### src/rtl/audio_clip_sequencer.sv
// Clip playback sequencer: arbitrates play requests, walks the shared sample ROM at the
// audio tick rate and hands each sample to Audio_Controller through its write handshake.
module audio_clip_sequencer #(
  parameter int NUM_CLIPS = 4,
  parameter int ADDR_W    = 23,
  parameter int SAMPLE_W  = 16,
  parameter int TICK_DIV  = 2272,
  parameter int ROM_LAT   = 2,
  parameter int OUT_SHIFT = 14
) (
  input  logic                        CLOCK_50,
  input  logic                        reset,
  input  logic [NUM_CLIPS-1:0]        play_req,
  input  logic [NUM_CLIPS-1:0]        loop_en,
  input  logic                        stop,
  input  logic [NUM_CLIPS*ADDR_W-1:0] clip_start,
  input  logic [NUM_CLIPS*ADDR_W-1:0] clip_end,
  output logic [ADDR_W-1:0]           rom_addr,
  input  logic [SAMPLE_W-1:0]         rom_q,
  input  logic                        audio_out_allowed,
  output logic                        write_audio_out,
  output logic [31:0]                 left_channel_audio_out,
  output logic [31:0]                 right_channel_audio_out,
  output logic                        busy,
  output logic [2:0]                  active_clip,
  output logic                        clip_done,
  output logic                        overrun
);

  localparam int CNT_W  = $clog2(TICK_DIV + 1);
  localparam int WAIT_W = (ROM_LAT < 1) ? 1 : $clog2(ROM_LAT + 1);

  typedef enum logic [1:0] {IDLE, FETCH, PRESENT, HOLD} state_t;

  state_t                state, state_n;
  logic [CNT_W-1:0]      tick_cnt;
  logic                  tick;
  logic [NUM_CLIPS-1:0]  pending, pend_clr;
  logic [WAIT_W-1:0]     wait_cnt, wait_n;
  logic [SAMPLE_W-1:0]   sample_reg;
  logic [ADDR_W-1:0]     addr_n, first_start, act_start, act_end;
  logic [2:0]            clip_n, first_idx, grant_idx;
  logic                  act_pending, act_loop, grant, load_sample, ovr_set;
  logic signed [31:0]    sample_ext;

  // Lowest pending index wins; also pick out the active clip's bounds and flags.
  always_comb begin
    tick        = (tick_cnt == CNT_W'(TICK_DIV));
    first_idx   = '0;
    first_start = '0;
    act_start   = '0;
    act_end     = '0;
    act_pending = 1'b0;
    act_loop    = 1'b0;
    for (int i = NUM_CLIPS - 1; i >= 0; i--) begin
      if (pending[i]) first_idx = 3'(i);
    end
    for (int i = 0; i < NUM_CLIPS; i++) begin
      if (3'(i) == first_idx) first_start = clip_start[i*ADDR_W +: ADDR_W];
      if (3'(i) == active_clip) begin
        act_start   = clip_start[i*ADDR_W +: ADDR_W];
        act_end     = clip_end[i*ADDR_W +: ADDR_W];
        act_pending = pending[i];
        act_loop    = loop_en[i];
      end
    end
  end

  always_comb begin
    state_n         = state;
    addr_n          = rom_addr;
    clip_n          = active_clip;
    wait_n          = wait_cnt;
    grant           = 1'b0;
    grant_idx       = first_idx;
    load_sample     = 1'b0;
    write_audio_out = 1'b0;
    clip_done       = 1'b0;
    ovr_set         = 1'b0;
    pend_clr        = '0;
    // stop beats every other event, including a same-clock tick or grant
    if (stop) begin
      state_n = IDLE;
    end else begin
      case (state)
        IDLE: begin
          if (|pending) begin
            grant   = 1'b1;
            clip_n  = first_idx;
            addr_n  = first_start;
            wait_n  = '0;
            state_n = FETCH;
          end
        end
        FETCH: begin
          if (wait_cnt == WAIT_W'(ROM_LAT)) begin
            load_sample = 1'b1;
            state_n     = PRESENT;
          end else begin
            wait_n = wait_cnt + WAIT_W'(1);
          end
        end
        PRESENT, HOLD: begin
          if (tick) begin
            ovr_set = (state == PRESENT);
            wait_n  = '0;
            state_n = FETCH;
            if ((|pending) && (first_idx < active_clip)) begin
              grant  = 1'b1;
              clip_n = first_idx;
              addr_n = first_start;
            end else if (act_pending) begin
              grant     = 1'b1;
              grant_idx = active_clip;
              addr_n    = act_start;
            end else if (rom_addr != act_end) begin
              addr_n = rom_addr + ADDR_W'(1);
            end else if (act_loop) begin
              addr_n = act_start;
            end else begin
              clip_done = 1'b1;
              state_n   = IDLE;
            end
          end else if ((state == PRESENT) && audio_out_allowed) begin
            write_audio_out = 1'b1;
            state_n         = HOLD;
          end
        end
        default: state_n = IDLE;
      endcase
    end
    for (int i = 0; i < NUM_CLIPS; i++) begin
      pend_clr[i] = grant && (3'(i) == grant_idx);
    end
    if (reset) begin
      write_audio_out = 1'b0;
      clip_done       = 1'b0;
    end
  end

  always_ff @(posedge CLOCK_50) begin
    if (reset) begin
      state       <= IDLE;
      tick_cnt    <= '0;
      pending     <= '0;
      wait_cnt    <= '0;
      sample_reg  <= '0;
      rom_addr    <= '0;
      active_clip <= '0;
      overrun     <= 1'b0;
    end else begin
      state       <= state_n;
      tick_cnt    <= tick ? '0 : tick_cnt + CNT_W'(1);
      // A request landing on its own grant clock survives the clear
      pending     <= (pending & ~pend_clr) | play_req;
      wait_cnt    <= wait_n;
      rom_addr    <= addr_n;
      active_clip <= clip_n;
      if (load_sample) sample_reg <= rom_q;
      if (ovr_set) overrun <= 1'b1;
    end
  end

  assign sample_ext              = 32'(signed'(sample_reg));
  assign left_channel_audio_out  = sample_ext <<< OUT_SHIFT;
  assign right_channel_audio_out = left_channel_audio_out;
  assign busy                    = (state != IDLE);

endmodule

### config.mk
export PLATFORM = sky130hd
export DESIGN_NAME = audio_clip_sequencer
export DESIGN_NICKNAME = d
export VERILOG_FILES = /design/src/rtl/audio_clip_sequencer.sv
export SDC_FILE = /design/constraint.sdc
export NUM_CORES = 1
export LEC_CHECK = 0
export BUFFER_PORTS_ARGS = -buffer_cell sky130_fd_sc_hd__buf_2
export CORE_ASPECT_RATIO = 0.9
export CORE_MARGIN = 5
export CORE_UTILIZATION = 52
export CTS_BUF_LIST = sky130_fd_sc_hd__clkbuf_2
export DETAILED_ROUTE_END_ITERATION = 10
export PLACE_DENSITY = 0.88
export SETUP_SLACK_MARGIN = 0.4
export SLEW_MARGIN = 20
export SYNTH_ARGS = -nofsm -noshare
export SYNTH_HDL_FRONTEND = slang
export SYNTH_SLANG_ARGS = --single-unit
### constraint.sdc
create_clock -name CLOCK_50 -period 8.05 [get_ports CLOCK_50]
set_input_delay 2.415 -clock CLOCK_50 [delete_from_list [all_inputs] [get_ports CLOCK_50]]
set_output_delay 2.415 -clock CLOCK_50 [all_outputs]
set_load 0.02 [all_outputs]
==> results by group <==
Layout
  – Max reg flops: 23
  – FF+latch area: 1250 µm²
  – Filler cells: 982
  – Layout cells sized above 1: 39.9%
  – Layout Nets: 1159
  – Area of the multi-input gates: 4230 µm²
  – Final Cell Area: 7380 µm²
  – Final Util: 64.6%
  – Final Instance Count excl. Fillers: 1104
  – Synthesis-to-finish area growth: 21.2%

Floorplan
  – Core Region: 11400 µm²
  – Num ports: 306
  – Row count: 37
  – Die H: 113 µm
  – Die Wd: 124 µm
  – Die ar.: 14000 µm²
  – Starting Density: 53.3%

Timing
  – Minimum clock period: 6.82 ns
  – Min setup slack post-route: 1.23 ns
  – Least-Margin Pin Slew: 1.10 ns
  – Relative slew slack: 26.7%
  – Setup TNS: 0 ns
  – Setup Viol. Count Final: 0
  – Hold Vio Cnt, Final: 0
  – Fmax: 0.147 GHz
  – RSZ-0062 raised after global routing: no
  – Final Max Tran Viols: 0
  – Crit share post-route: 84.7%
  – Clock Skews: 0.0250 ns

Clocking
  – # hold bufs at CTS: 0
  – Post-CTS Setup Bufs: 0
  – Post-CTS Resized: 0
  – CTS tree: done
  – Root Driver: clkbuf_2
  – Cts bufs inserted: 9
  – Clk sinks: 62
  – Clk pin slew, worst setup/hold paths: 0.21 ns
  – Depth of the CTS H-tree: 3
  – Skew-Pair Late Insertion Delay: 0.52 ns
  – CTS max path bufs: 2

Synth
  – Share of async-settable or async-resettable flops after synthesis: 0%
  – Primary FF master, synth: dfxtp_1
  – Number of enable flip-flop cells after synthesis: 0
  – Post-synthesis register bit count: 62
  – Sequential fraction of the synthesis area: 20.4%
  – Synth cell types: 64
  – Cell Area, Synth: 6090 µm²
  – Most common cell in the netlist: nor2_1
  – Synth cell count leaders: nor2_1, dfxtp_1, nand2_1, a21oi_1, buf_4
  – Synth top area share: 20.4%
  – Area contributors post-synth: dfxtp_1, mux4_2, buf_4, mux2i_1, nor2_1
  – Cell taking the most area after synthesis: dfxtp_1
  – Syn. warnings: 0
  – Average size of a mapped cell: 8.46 µm²
  – Cells after Synth: 720

Placed design
  – DP Cell Count: 1087
  – Placed Area: 7230 µm²
  – Placed wire-length estimate: 16.3 mm
  – Number of port buffers: 276
  – Gpl congestion: 0.934
  – Pre-CTS setup slack: 1.20 ns

Worst setup path
  – Cell depth of the worst flop-to-flop path: 9
  – Arr. time, crit path: 4.40 ns
  – Setup slack, reg-to-reg: 3.95 ns
  – Crit Path Class: input port to output pin
  – Setup crit end kind: output pin
  – Setup crit start kind: input port
  – Crit path max fanout: 4
  – Critical path required time: 5.64 ns

Global route
  – First-pass GRT wire length: 30.8 mm
  – Vias in the first global route: 6236
  – Grt total ovfl: 0
  – Initial antenna violation count: 1
  – Largest net degree at the start of global routing: 55
  – Global Route Usage Sum: 27.4%

Route
  – Routed length per instance: 18.7 µm
  – DRC Markers: 0
  – Vias per inst: 5.96
  – Pre-antenna DRT Iters: 5
  – Via count: 6582
  – Post-DRT Antenna Nets: 0
  – DRT iter0 DRCs: 601
  – Routed WL: 20.6 mm

Power and ir drop
  – Cell Pwr Density: 131 nW/µm²
  – VDD IR max: 85.8 µV
  – P_leak: 3.18 nW

Outcome
  – Status: finished clean

Hold path
  – HP Class: register to register
  – Hold path depth: 2

Job
  – Max-cap violations: 0
final cells by class:
class / instances / area share, %
Tap cell: 156 / 2.64
Antenna cell: 1 / 0.0339
Clock inverter: 7 / 1.41
Clock buffer: 9 / 0.610
Multi-Input combinational cell: 552 / 57.3
Sequential cell: 62 / 16.9
Timing Repair Buffer: 283 / 19.4
Inverter: 34 / 1.73
layer usage:
layer | track usage (%) | wire length (µm) | vias to the layer above
met5 | 0 | 0 | -
met2 | 44.8 | 9680 | 412
met1 | 36.4 | 8040 | 3095
met4 | 8.10 | 460 | 0
met3 | 5.65 | 2420 | 49
li1 | - | - | 3026
kinds of logic after synthesis:
family                     Yosys count  synth area share (%)
and+or+nand+nor                    222                  17.3
DFF                                 62                  20.4
buffers and inverters              134                  12.2
other                                1                0.0615
adders and majority gates            5                  1.03
xor gates and xnor gates            36                  5.17
AOI/OAI and AO/OA                  165                  18.2
muxes                               95                  25.7
final timing paths:
check                 startpoint             to
hold / removal     sample_reg[1]  sample_reg[1]
setup reg to reg  active_clip[1]   rom_addr[22]
hold reg to reg    sample_reg[1]  sample_reg[1]
setup / recovery    clip_end[71]      clip_done
per-stage QoR:
step / power (W) / hold slack (ns)
after detailed placement: 0.000727 / 0.461
final: 0.000966 / 0.484
after global routing: 0.00101 / 0.507
after floorplan: 0.000614 / 0.437
after global placement: 0.000718 / 0.450
after CTS: 0.000962 / 0.483
cell usage in the layout, fill, tap and decap left out, types with 7 or more instances in the layout:
| master | netlist | final |
|---|---|---|
| a21oi_1 | 58 | 58 |
| nand3_1 | 16 | 16 |
| clkbuf_2 | 0 | 9 |
| o21ai_0 | 21 | 21 |
| mux2_2 | 7 | 7 |
| nor3_1 | 13 | 13 |
| conb_1 | 1 | 29 |
| a211oi_1 | 10 | 10 |
| o32ai_1 | 13 | 13 |
| mux2i_1 | 39 | 39 |
| nor2_1 | 78 | 78 |
| nand2_1 | 61 | 61 |
| buf_2 | 8 | 276 |
| nand4_1 | 12 | 12 |
| or3_1 | 11 | 11 |
| inv_1 | 34 | 34 |
| mux4_2 | 48 | 48 |
| a221oi_1 | 12 | 12 |
| buf_4 | 53 | 7 |
| xnor2_1 | 30 | 30 |
| dfxtp_1 | 62 | 60 |
critical path, cell delays in order:
cell and delay (ns):
buf_2 0.09, mux4_2 0.50, xnor2_1 0.16, nand4_1 0.17
nor4_4 0.53, nand2_1 0.15, nor3_1 0.19, buf_2 0.19
power by group:
group          switching (W)  internal [W]  total (W)
combinational       0.000184      0.000173   0.000357
clock               0.000132      0.000107   0.000239
sequential         0.0000468      0.000323   0.000370
total               0.000363      0.000603   0.000966
No activity file was read; power rests on OpenSTA's default activity.
